==> src/rtl/bus_pkg.sv <==
`default_nettype none
// ============================================================================
// Module      : bus_pkg
// Description : Shared definitions for the data-bus arbiter: FSM state codes,
//               default sizing constants and width helper functions.
// Revision    : 1.0 - initial release
// ============================================================================
package bus_pkg;

  // Default sizing for a four-master system with an 8-cycle tenure limit
  localparam int DEF_N_REQ    = 4;
  localparam int DEF_MAX_HOLD = 8;

  // Arbiter FSM encoding
  localparam int STATE_W = 2;
  localparam logic [1:0] ST_IDLE  = 2'd0;
  localparam logic [1:0] ST_GRANT = 2'd1;
  localparam logic [1:0] ST_TURN  = 2'd2;

  // Owner index width; a single master still needs a one-bit ID field
  function automatic int id_width(input int n);
    return (n > 1) ? $clog2(n) : 1;
  endfunction

  // Hold counter width; counter only has to reach MAX_HOLD-1
  function automatic int cnt_width(input int max_hold);
    return (max_hold > 2) ? $clog2(max_hold) : 1;
  endfunction

endpackage : bus_pkg
`default_nettype wire

==> src/rtl/rr_pick.sv <==
`default_nettype none
// ============================================================================
// Module      : rr_pick
// Description : Combinational round-robin picker. Searches req starting at
//               last_id+1 (wrapping modulo N_REQ) and returns the first set
//               bit as the winner.
// Revision    : 1.0 - initial release
// ============================================================================
module rr_pick
  import bus_pkg::*;
#(
  parameter int N_REQ = DEF_N_REQ,
  parameter int ID_W  = id_width(N_REQ)
) (
  input  logic [N_REQ-1:0] req,
  input  logic [ID_W-1:0]  last_id,
  output logic             found,
  output logic [ID_W-1:0]  win_id
);

  // Highest legal master index, used to wrap the search pointer
  localparam logic [ID_W-1:0] LAST_IDX = ID_W'(N_REQ - 1);

  logic [ID_W-1:0] w_idx;

  // Walk the masters in rotating order after last_id; first requester wins
  always_comb begin
    found  = 1'b0;
    win_id = '0;
    w_idx  = last_id;
    for (int i = 0; i < N_REQ; i++) begin
      w_idx = (w_idx == LAST_IDX) ? '0 : w_idx + ID_W'(1);
      if (!found && req[w_idx]) begin
        found  = 1'b1;
        win_id = w_idx;
      end
    end
  end

endmodule : rr_pick
`default_nettype wire

==> src/rtl/bus_arbiter.sv <==
`default_nettype none
// ============================================================================
// Module      : bus_arbiter
// Description : Round-robin owner arbiter for the shared tri-state data bus.
//               Grants one master at a time, limits each tenure to MAX_HOLD
//               cycles and leaves the bus undriven for one cycle between
//               owners so no two tri-state drivers ever overlap.
// Revision    : 1.0 - initial release
// ============================================================================
module bus_arbiter
  import bus_pkg::*;
#(
  parameter int N_REQ    = DEF_N_REQ,
  parameter int MAX_HOLD = DEF_MAX_HOLD
) (
  input  logic                       clk,
  input  logic                       rst,
  input  logic [N_REQ-1:0]           req,
  input  logic [N_REQ-1:0]           done,
  output logic [N_REQ-1:0]           grant,
  output logic                       grant_valid,
  output logic [id_width(N_REQ)-1:0] grant_id,
  output logic                       timeout
);

  localparam int ID_W  = id_width(N_REQ);
  localparam int CNT_W = cnt_width(MAX_HOLD);

  // Counter value of the last cycle a master may keep the bus
  localparam logic [CNT_W-1:0] HOLD_LAST = CNT_W'(MAX_HOLD - 1);
  // Pointer value that makes master 0 the first winner after reset
  localparam logic [ID_W-1:0]  LAST_RST  = ID_W'(N_REQ - 1);

  logic [STATE_W-1:0] r_state;
  logic [N_REQ-1:0]   r_grant;
  logic               r_grant_valid;
  logic [ID_W-1:0]    r_grant_id;
  logic               r_timeout;
  logic [CNT_W-1:0]   r_cnt;
  logic [ID_W-1:0]    r_last_id;

  logic               w_found;
  logic [ID_W-1:0]    w_win_id;
  logic [N_REQ-1:0]   w_win_onehot;
  logic               w_own_done;
  logic               w_own_req;
  logic               w_at_limit;
  logic               w_release;

  // One picker serves both arbitration points: from idle and after a turn
  rr_pick #(
    .N_REQ (N_REQ),
    .ID_W  (ID_W)
  ) u_rr_pick (
    .req     (req),
    .last_id (r_last_id),
    .found   (w_found),
    .win_id  (w_win_id)
  );

  // Decode the winning index into the one-hot bus-enable pattern
  always_comb begin
    w_win_onehot           = '0;
    w_win_onehot[w_win_id] = 1'b1;
  end

  // Masking with the one-hot grant restricts done/req to the current owner
  assign w_own_done = |(done & r_grant);
  assign w_own_req  = |(req & r_grant);
  assign w_at_limit = (r_cnt == HOLD_LAST);
  assign w_release  = w_own_done | ~w_own_req | w_at_limit;

  // Arbiter FSM with grant, owner ID, hold counter and timeout registers
  always_ff @(posedge clk) begin
    if (rst) begin
      r_state       <= ST_IDLE;
      r_grant       <= '0;
      r_grant_valid <= 1'b0;
      r_grant_id    <= '0;
      r_timeout     <= 1'b0;
      r_cnt         <= '0;
      r_last_id     <= LAST_RST;
    end else begin
      r_timeout <= 1'b0;
      case (r_state)
        ST_IDLE, ST_TURN: begin
          r_cnt <= '0;
          if (w_found) begin
            r_state       <= ST_GRANT;
            r_grant       <= w_win_onehot;
            r_grant_valid <= 1'b1;
            r_grant_id    <= w_win_id;
          end else begin
            r_state       <= ST_IDLE;
            r_grant       <= '0;
            r_grant_valid <= 1'b0;
            r_grant_id    <= '0;
          end
        end
        ST_GRANT: begin
          if (w_release) begin
            r_state       <= ST_TURN;
            r_last_id     <= r_grant_id;
            r_grant       <= '0;
            r_grant_valid <= 1'b0;
            r_grant_id    <= '0;
            r_cnt         <= '0;
            // Only a limit-forced release counts as a timeout
            r_timeout     <= w_at_limit & ~w_own_done & w_own_req;
          end else begin
            r_cnt <= r_cnt + CNT_W'(1);
          end
        end
        default: begin
          r_state       <= ST_IDLE;
          r_grant       <= '0;
          r_grant_valid <= 1'b0;
          r_grant_id    <= '0;
          r_cnt         <= '0;
        end
      endcase
    end
  end

  assign grant       = r_grant;
  assign grant_valid = r_grant_valid;
  assign grant_id    = r_grant_id;
  assign timeout     = r_timeout;

endmodule : bus_arbiter
`default_nettype wire

==> config.mk <==
export PLATFORM = sky130hd
export DESIGN_NAME = bus_arbiter
export DESIGN_NICKNAME = d
export VERILOG_FILES = /design/src/rtl/bus_pkg.sv /design/src/rtl/rr_pick.sv /design/src/rtl/bus_arbiter.sv
export SDC_FILE = /design/constraint.sdc
export NUM_CORES = 1
export LEC_CHECK = 0
export BUFFER_PORTS_ARGS = -buffer_cell sky130_fd_sc_hd__buf_2
export CORE_MARGIN = 2
export CORE_UTILIZATION = 32
export CTS_CLUSTER_SIZE = 28
export DETAILED_ROUTE_END_ITERATION = 10
export SETUP_SLACK_MARGIN = 0.2
export SLEW_MARGIN = 5
export SYNTH_ARGS = -nofsm -noshare
export SYNTH_HDL_FRONTEND = slang
export SYNTH_SLANG_ARGS = --single-unit
==> constraint.sdc <==
create_clock -name clk -period 1.7 [get_ports clk]
set_input_delay 0.085 -clock clk [delete_from_list [all_inputs] [get_ports clk]]
set_output_delay 0.085 -clock clk [all_outputs]
set_load 0.005 [all_outputs]
==> flow_summary.yaml <==
clock_tree:
  clkSlewWorstSetupHoldPaths_ns: 0.08
  clockRootBuffer: "clkbuf_4"
  clock_sinks: 14
  cts-htree-levels: 1
  clock_latency_ns: 0.27
  cts_tree: "done"
  cts_buffers: 3
  clock_tree.buffer_depth: 2
  ctsHoldBuffers: 0
global_route:
  groute.usage.overall: 0.121
  grt_max_degree: 11
  grt_pass1_wl_mm: 2.29
  first_global_vias: 546
  grt_overflow_total: 0
  antenna_found_initial: 0
layout:
  final_nets: 102
  mostFrequentLayoutCells: "buf_2 (17), dfxtp_1 (12), nor2_1 (6), a22o_1 (4), a32o_1 (4)"
  layout-drive-gt1-share: 0.386
  synthToLayoutAreaGrowth_pct: 33.3
  layout_commonest_cell: "buf_2"
  regArea_sq_um: 285
  fin_area_sq_um: 857
  multiInputGateArea_sq_um: 372
  fill_cells: 195
  antennaDiodeCount: 0
drt:
  route.vias.total: 589
  antenna_left: 0
  wl_mm: 1.38
  vias_per_cell: 5.12
  drc: 0
  dr.pass1.iters: 4
  post_drt_wl_per_cell_microns: 12.0
  drt-initial-drc-count: 16
setup_path:
  cp_top_family: "compound AO/OA/AOI/OAI gates"
  required_ns: 1.87
  path_max_fanout: 3
  regToRegSetupSlack_ns: 0.24
  slowest_stage: "dfxtp_4"
  slowest_delay_ns: 0.36
  worstSetupPathType: "register to register"
  startpoint_type: "register"
  crit_chain: "ha_4 > a21oi_2 > o31a_1 > o21a_1 > a32o_1"
  end_kind: "register"
  cp.buffers_inverters: 0
  worstPathArrival_ns: 1.64
floorplanning:
  coreArea_sq_um: 1920
  num_rows: 16
  start_util: 0.335
  die_h_microns: 48.8
  dieArea_sq_um: 2380
  fp.dieW_microns: 48.8
  boundaryPins: 18
synthesis:
  yosys.area_share.simple: 0.175
  synth_xor_area_frac: 0
  synth.avg_cell_area_sq_um: 10.2
  synth_seq_area_share: 0.436
  synth_compound_area_frac: 0.282
  synthAdderAreaFrac: 0.0584
  synth_top_family_by_area: "compound AO/OA/AOI/OAI gates"
  synthMuxAreaShare: 0.0311
  syn_inst: 63
  ys_ff_latch: 14
  yosys_warnings: 0
  mappedNetlistNets: 76
  synth_area_leader_cell: "dfxtp_1"
  synth_cell_types: 26
  synth_area_leaders: "dfxtp_1 (44%), a32o_1 (6.2%), ha_1 (5.8%)"
  syn_area_sq_um: 643
  yosys.area.top_type_share: 0.436
placed_design:
  dp_hpwl_mm: 1.08
  placed_area_sq_um: 777
  globalplace.congestion: 0.775
  dp_slack_ns: 0.140
  io_buffers: 17
run_status:
  outcome: "completed"
sta:
  finalMaxSlewViolations: 0
  worstMarginPinSlew_ns: 0.463
  hold_viol: 0
  fmax_mhz: 683
  rsz0062_at_grt: "yes"
  skew_ns: 0.00357
  fin_crit_sh: 0.861
  min_period_ns: 1.46
  slew_headroom: 0.689
  setup_ws_ns: 0.236
  fin_setup_tns_ns: 0
  finalSetupViolCount: 0
hold_path:
  hold_path.class: "input pin to register"
pwr:
  power_density_nw_per_um2: 1090
  p_leak_uw: 0.000376
  ir_worst_vdd_v: 0.000347
job:
  drv_cap: 0
[cell families (layout without fill, tap and decap cells)]
family	after synthesis	count (layout)
compound gates	23	23
flops	14	14
mux	2	2
simple gates	18	18
fa+ha+maj	3	3
buf+inv	3	28
[cell type report]
cell class                 instances  share of cell area
sequential                        14               0.333
tap                               27              0.0394
timing repair buffer              21               0.139
multi-input combinational         46               0.434
inverter                           3              0.0131
clock buffer                       4              0.0423
[routing by layer]
layer	vias to the layer above	global-route usage	routed length [microns]
li1	293	-	-
met1	277	0.141	632
met2	19	0.212	687
met3	0	0.0153	64
met4	0	0.0714	0
met5	-	0	0
[path summary, 6_finish.rpt]
kind / startpoint / end / cells past startpoint
worst min-delay path: rst / r_state[1] / 2
worst max register to register: r_last_id[0] / grant[2] / 5
worst max-delay path: r_last_id[0] / grant[2] / 5
worst min register to register: r_cnt[0] / r_cnt[0] / 1
[metrics by stage]
step	power, uW	utilization	hold WS, ns	instances
finish	932	0.446	0.0810	115
global route	981	0.446	0.102	115
CTS	905	0.430	0.0755	113
detailed placement	655	0.404	0.368	109
global placement	647	0.404	0.369	109
floorplan	561	-	0.157	63
[power breakdown]
group	switching [uW]	internal, uW
clock network	103	130
logic	139	157
registers	34.8	369
total	277	656
[sequential cells by signal, summed over array words and instances (netlist names)]
register     cells
grant_valid      1
grant            4
r_last_id        2
grant_id         2
r_cnt            3
timeout          1
r_state          1
[cell usage after synthesis]
library cell  count
o21ai_2           1
o31a_2            1
nor2b_1           2
a22o_2            1
and2b_1           1
a22o_1            4
nand2b_1          2
and2_1            2
a21o_1            1
nor2_1            6
a32o_1            4
a211oi_1          1
dfxtp_1          14
o31a_1            1
or2_1             1
a21oi_1           2
mux2i_1           2
ha_1              3
a211o_1           1
nor4_4            1
o21ai_0           4
nor3_1            1
nor4_1            2
inv_1             3
a22oi_1           1
o21a_1            1
[what timing repair did]
action	CTS	global route
resized for setup	2	7
buffers inserted	0	2
setup endpoints to repair	5	7
pin swaps	0	3
Note: power is estimated with default switching activity, not from simulation.
